[src/rtl/ar_mem_arbiter_pkg.sv]
// Shared definitions for the Action Replay cartridge memory arbiter.
// Grant state encoding, ROM/RAM split and the value returned on an aborted read.
package ar_mem_arbiter_pkg;

  typedef enum logic [1:0] {
    ARB_IDLE = 2'd0,
    ARB_CPU  = 2'd1,
    ARB_HOST = 2'd2,
    ARB_DONE = 2'd3
  } arb_state_e;

  // Word-offset bit carrying byte address bit 18: 0 = ROM half, 1 = RAM half.
  localparam int unsigned ROM_RAM_BIT = 17;

  localparam logic [15:0] TIMEOUT_DATA = 16'hFFFF;

endpackage

[src/rtl/ar_arb_timeout.sv]
// Loadable 8-bit down-counter used to bound how long a grant waits for mem_ack.
// expired is high once the count has run down to zero.
module ar_arb_timeout (
  input  logic       clk,
  input  logic       _reset,
  input  logic       load,
  input  logic [7:0] load_value,
  input  logic       enable,
  output logic       expired
);

  logic [7:0] count_q;

  always_ff @(posedge clk or negedge _reset) begin
    if (!_reset) begin
      count_q <= '0;
    end else if (load) begin
      count_q <= load_value;
    end else if (enable && (count_q != 8'd0)) begin
      count_q <= count_q - 8'd1;
    end
  end

  always_comb expired = (count_q == 8'd0);

endmodule

[src/rtl/ar_mem_arbiter.sv]
// Shares the Action Replay cartridge memory between the CPU decode path and the host loader.
// Define AR_ROM_WP_EN to block CPU writes to the ROM half instead of letting them patch it.
module ar_mem_arbiter
  import ar_mem_arbiter_pkg::*;
#(
  parameter int unsigned HOST_MAX_WAIT = 4,
  parameter int unsigned TIMEOUT       = 255
) (
  input  logic        clk,
  input  logic        _reset,
  input  logic        boot,
  input  logic        cpu_req,
  input  logic [17:0] cpu_address_in,
  input  logic        cpu_rd,
  input  logic        cpu_hwr,
  input  logic        cpu_lwr,
  input  logic [15:0] cpu_data_in,
  output logic [15:0] cpu_data_out,
  output logic        cpu_ack,
  input  logic        host_req,
  input  logic        host_we,
  input  logic [17:0] host_address,
  input  logic [15:0] host_data_in,
  output logic [15:0] host_data_out,
  output logic        host_ack,
  output logic        mem_req,
  output logic        mem_we,
  output logic [1:0]  mem_bs,
  output logic [17:0] mem_address,
  output logic [15:0] mem_data_out,
  input  logic [15:0] mem_data_in,
  input  logic        mem_ack,
  output logic        timeout_err
);

  localparam logic [3:0] MaxWait = 4'(HOST_MAX_WAIT);
  localparam logic [7:0] TmoLoad = 8'(TIMEOUT - 1);

  arb_state_e  state;
  logic [3:0]  starve_cnt;
  logic        cpu_wr;
  logic        host_win;
  logic        cpu_win;
  logic        rom_wp;
  logic        in_cyc;
  logic        tmo_expired;
  logic        cyc_done;
  logic [15:0] rdata;

  always_comb begin
    cpu_wr   = !cpu_rd && (cpu_hwr || cpu_lwr);
    host_win = host_req && (boot || (starve_cnt == MaxWait) || !cpu_req);
    cpu_win  = !host_win && cpu_req && !boot;
`ifdef AR_ROM_WP_EN
    rom_wp   = cpu_wr && !cpu_address_in[ROM_RAM_BIT];
`else
    rom_wp   = 1'b0;
`endif
    in_cyc   = (state == ARB_CPU) || (state == ARB_HOST);
    // A late mem_ack on the expiry cycle still completes the access normally.
    cyc_done = mem_ack || tmo_expired;
    rdata    = mem_ack ? mem_data_in : TIMEOUT_DATA;
  end

  // Reloaded every idle cycle so it holds TIMEOUT-1 on the first cycle of a grant.
  ar_arb_timeout u_timeout (
    .clk        (clk),
    ._reset     (_reset),
    .load       (state == ARB_IDLE),
    .load_value (TmoLoad),
    .enable     (in_cyc),
    .expired    (tmo_expired)
  );

  always_ff @(posedge clk or negedge _reset) begin
    if (!_reset) begin
      state         <= ARB_IDLE;
      starve_cnt    <= '0;
      cpu_data_out  <= '0;
      cpu_ack       <= 1'b0;
      host_data_out <= '0;
      host_ack      <= 1'b0;
      mem_req       <= 1'b0;
      mem_we        <= 1'b0;
      mem_bs        <= '0;
      mem_address   <= '0;
      mem_data_out  <= '0;
      timeout_err   <= 1'b0;
    end else begin
      cpu_ack  <= 1'b0;
      host_ack <= 1'b0;

      if (!host_req || ((state == ARB_IDLE) && host_win)) begin
        starve_cnt <= '0;
      end else if ((state == ARB_IDLE) && cpu_win && (starve_cnt != MaxWait)) begin
        starve_cnt <= starve_cnt + 4'd1;
      end

      unique case (state)
        ARB_IDLE: begin
          if (host_win) begin
            state        <= ARB_HOST;
            mem_req      <= 1'b1;
            mem_we       <= host_we;
            mem_bs       <= 2'b11;
            mem_address  <= host_address;
            mem_data_out <= host_data_in;
          end else if (cpu_win) begin
            if (rom_wp) begin
              state   <= ARB_DONE;
              cpu_ack <= 1'b1;
            end else begin
              state        <= ARB_CPU;
              mem_req      <= 1'b1;
              mem_we       <= cpu_wr;
              mem_bs       <= cpu_wr ? {cpu_hwr, cpu_lwr} : 2'b11;
              mem_address  <= cpu_address_in;
              mem_data_out <= cpu_data_in;
            end
          end
        end
        ARB_CPU, ARB_HOST: begin
          if (cyc_done) begin
            state   <= ARB_DONE;
            mem_req <= 1'b0;
            if (!mem_ack) timeout_err <= 1'b1;
            // A requester that has gone away gets no ack.
            if (state == ARB_HOST) begin
              host_ack <= host_req;
              if (host_req) host_data_out <= rdata;
            end else begin
              cpu_ack <= cpu_req;
              if (cpu_req) cpu_data_out <= rdata;
            end
          end
        end
        ARB_DONE: state <= ARB_IDLE;
      endcase
    end
  end

endmodule

[config.mk]
export PLATFORM = sky130hd
export DESIGN_NAME = ar_mem_arbiter
export DESIGN_NICKNAME = d
export VERILOG_FILES = /design/src/rtl/ar_mem_arbiter_pkg.sv /design/src/rtl/ar_arb_timeout.sv /design/src/rtl/ar_mem_arbiter.sv
export SDC_FILE = /design/constraint.sdc
export NUM_CORES = 1
export LEC_CHECK = 0
export BUFFER_PORTS_ARGS = -buffer_cell sky130_fd_sc_hd__buf_4
export CAP_MARGIN = 25
export CORE_MARGIN = 2
export CORE_UTILIZATION = 39
export CTS_BUF_LIST = sky130_fd_sc_hd__clkbuf_8 sky130_fd_sc_hd__clkbuf_16
export DETAILED_ROUTE_END_ITERATION = 10
export PLACE_DENSITY = 0.76
export SLEW_MARGIN = 5
export SYNTH_ARGS = -nofsm -noshare
export SYNTH_HDL_FRONTEND = slang
export SYNTH_SLANG_ARGS = --single-unit
export TNS_END_PERCENT = 100
[constraint.sdc]
create_clock -name clk -period 5 [get_ports clk]
set_input_delay 1.25 -clock clk [delete_from_list [all_inputs] [get_ports clk]]
set_output_delay 1.25 -clock clk [all_outputs]
set_load 0.005 [all_outputs]
==> run metrics <==
GRT Total Usage=between 20 and 25%; Cells after Synth=between 400 and 500; max frequency=between 300 and 400 MHz; Max Cap Viol=0; Final period util=51.5%; largest net degree at the start of global routing=between 40 and 50; Post-CTS Repair Setup Buffers=0; Die Area=~11000 µm²; Vias/cell=~5.3; post-route setup slack=around 2.4 ns; vias in the first global route=between 3000 and 4000; crit path buf inv count=1; Yosys Warn Count=0; FILL cells=approximately 870; delay-heaviest family, CP=compound AO/OA/AOI/OAI gates; reg2reg start=state[0]$_DFFE_PN0P_; Mapped Area=between 3000 and 4000 µm²; Via Count=3671; Worst Setup End Kind=flip-flop; Clock Skew=between 0.01 and 0.015 ns; setup TNS=0 ns; Worst Setup EP=mem_we$_DFFE_PN0P_; final total power=0.00300 W; Place WS=around 2 ns; Avg Cell Area, Syn=9.94 µm²; leading post-synthesis cells by cell area=dfrtp_1 (55%), a21oi_1 (9.7%), nor2_1 (4.5%); Critical Path Fanout Max=9; critical path class=in2reg; slew at the pin with the worst max-slew slack=0.912 ns; Clock Path Buffers=2; share of layout cells above drive strength 1=between 30% and 40%; worst-case vdd ir drop=about 0.27 mV; Hold Fails Final Rpt=0; post-synthesis sequential area ratio=between 50 and 60%; GRT overflow=0; GPL Wtd Cong=slightly below 0.8; Yosys cell types=45; initial antenna violation count=0; worst-case reg-to-reg path depth=7; DP Wirelength=7860 µm; Final setup viols=0; Worst Setup Start Kind=input port; Worst-Skew Late Latency=0.36 ns; post-route DRC violation count=0; Die H=about 110 µm; Row Count=36; post-route ant nets=0; critical path's largest stage delay=between 0.9 and 1 ns; DIE WIDTH=approximately 110 µm; area share of the largest cell type after synthesis=54.6%; minimum clock period=2.58 ns; R2R setup slack=2.73 ns; IO buf count=166; PostCTS Resize Cnt=0; status=completed; fin nets=656; Clk pin slew, worst setup/hold paths=about 0.09 ns; CTS buffer count=9; clock sink count=between 80 and 90; flops & latches, synth=87; cts-stage hold buffer count=0; TritonCTS clock tree=done; relative slew slack=between 30% and 40%; CP cell instances=buf_4 -> nand2b_1 -> a2111oi_0 -> a21oi_1 -> a21oi_1; worst min path class=reg2reg; CP most frequent cell=a21oi_1; Root Buffer=clkbuf_8; H-tree depth=3; Hold Slack=0.484 ns; ANT cells=0; Synth area leader=dfrtp_1; Lkg Pwr=roughly 2.6 nW; # IOs=~170; initial core utilization=~40%; initial DRC count=between 100 and 150; Cell Pwr Density=around 540 nW/µm²; first-pass GRT wire length=approximately 18000 µm; RSZ-0062 raised after global routing=false; Core ar.=between 9000 and 10000 µm²; final-report max-slew violation count=0; Critical Path Start=boot; Routed WL=around 11000 µm; slowest stage cell, crit path=a2111oi_0; drt wl/cell=between 15 and 20 µm; Required @ worst endpoint=between 5 and 6 ns; Area Growth Syn to Fin=39.3%; syn_nets=between 500 and 600; capturing point of the worst reg2reg path=mem_address[11]$_DFFE_PN0P_; Crit. path cell count=5; arrival time at the worst endpoint=2.86 ns; DRT Pass-1 Iters=7
==> flip-flops by register name (all words and copies together), names as in the netlist <==
signal / count
cpu_data_out: 16
cpu_ack: 1
mem_req: 1
u_timeout.count_q: 8
state: 2
mem_bs: 2
mem_data_out: 16
starve_cnt: 4
timeout_err: 1
mem_we: 1
host_ack: 1
mem_address: 18
host_data_out: 16
==> placed cells by master (no fill, tap or decap), types with 2 or more instances in the layout <==
cell,instances
a21oi_1,76
a22oi_1,2
buf_16,2
buf_4,168
clkbuf_8,9
clkinv_4,3
dfrtp_1,87
ha_1,7
inv_1,11
inv_6,2
mux2i_1,6
nand2_1,43
nand3_1,4
nand4b_1,16
nor2_1,48
nor2b_1,2
nor3_1,3
nor3b_1,2
o211ai_1,2
o21a_1,18
o21ai_0,3
o21ai_2,2
o22a_1,16
xor2_1,2
==> power by group <==
group / switching, W / internal (W) / leakage (nW)
sequential: 0.000191 / 0.00102 / 0.976
combinational: 0.000612 / 0.000722 / 1.49
clock: 0.000273 / 0.000186 / 0.0902
==> stage by stage <==
| step | cell area [µm²] | instances | util [%] |
|---|---|---|---|
| CTS | 5540 | 692 | 56.1 |
| global route | 5560 | 693 | 56.3 |
| global placement | 5300 | 674 | 53.7 |
| floorplan | 3990 | 401 | - |
| finish | 5560 | 693 | 56.3 |
| detailed placement | 5360 | 676 | 54.3 |
==> cells in the mapped netlist (all sizes together) <==
cell,instances
nand3b,1
o21a,18
o21ai,5
a311oi,1
nor4,1
a22oi,2
o211ai,3
or3b,1
clkbuf,15
mux2i,6
a32oi,1
nor3b,3
a21oi,78
nor2,49
ha,7
o22ai,1
nor3,4
buf,13
a31o,1
nand2,43
dfrtp,87
nor2b,2
and3,1
nand3,4
nand4b,16
inv,11
o41ai,1
a2111oi,1
nand2b,1
and3b,1
or4,1
a21o,1
and4b,1
xnor2,1
a41oi,1
xor2,2
o22a,16
==> routing by layer <==
| metal | GRT usage, % | wire (µm) |
|---|---|---|
| met1 | 25.4 | 4660 |
| met3 | 7.49 | 1080 |
| met5 | 0 | 0 |
| met2 | 34.1 | 5420 |
| met4 | 5.14 | 98 |
==> worst min path at each step <==
stage | startpoint | to | slack (ns) | cells past startpoint
final | timeout_err$_DFFE_PN0P_ | timeout_err$_DFFE_PN0P_ | 0.48 | 1
after global routing | timeout_err$_DFFE_PN0P_ | timeout_err$_DFFE_PN0P_ | 0.51 | 1
after CTS | timeout_err$_DFFE_PN0P_ | timeout_err$_DFFE_PN0P_ | 0.49 | 1
after detailed placement | timeout_err$_DFFE_PN0P_ | timeout_err$_DFFE_PN0P_ | 0.47 | 1
after global placement | timeout_err$_DFFE_PN0P_ | timeout_err$_DFFE_PN0P_ | 0.45 | 1
after floorplan | timeout_err$_DFFE_PN0P_ | timeout_err$_DFFE_PN0P_ | 0.47 | 1
==> cell type report <==
type | instances | area [µm²] | share of cell area (%)
flip-flops and latches | 87 | 2180 | 39.2
multi-input cells | 275 | 1660 | 29.8
repair buffers | 171 | 1340 | 24.0
well taps | 133 | 166 | 2.99
clock buffers | 9 | 124 | 2.23
clock inverters | 7 | 56.3 | 1.01
inverters | 11 | 41.3 | 0.743
==> cells by family after synthesis <==
kind of cell    Yosys count  share of synthesized area (%)
flops                    87                           54.6
simple gates            129                           16.5
buf+inv                  39                           4.17
compound gates          130                           20.3
xor+xnor                  3                          0.659
fa+ha+maj                 7                           2.20
mux                       6                           1.51
(Power assumes the default switching activity.)
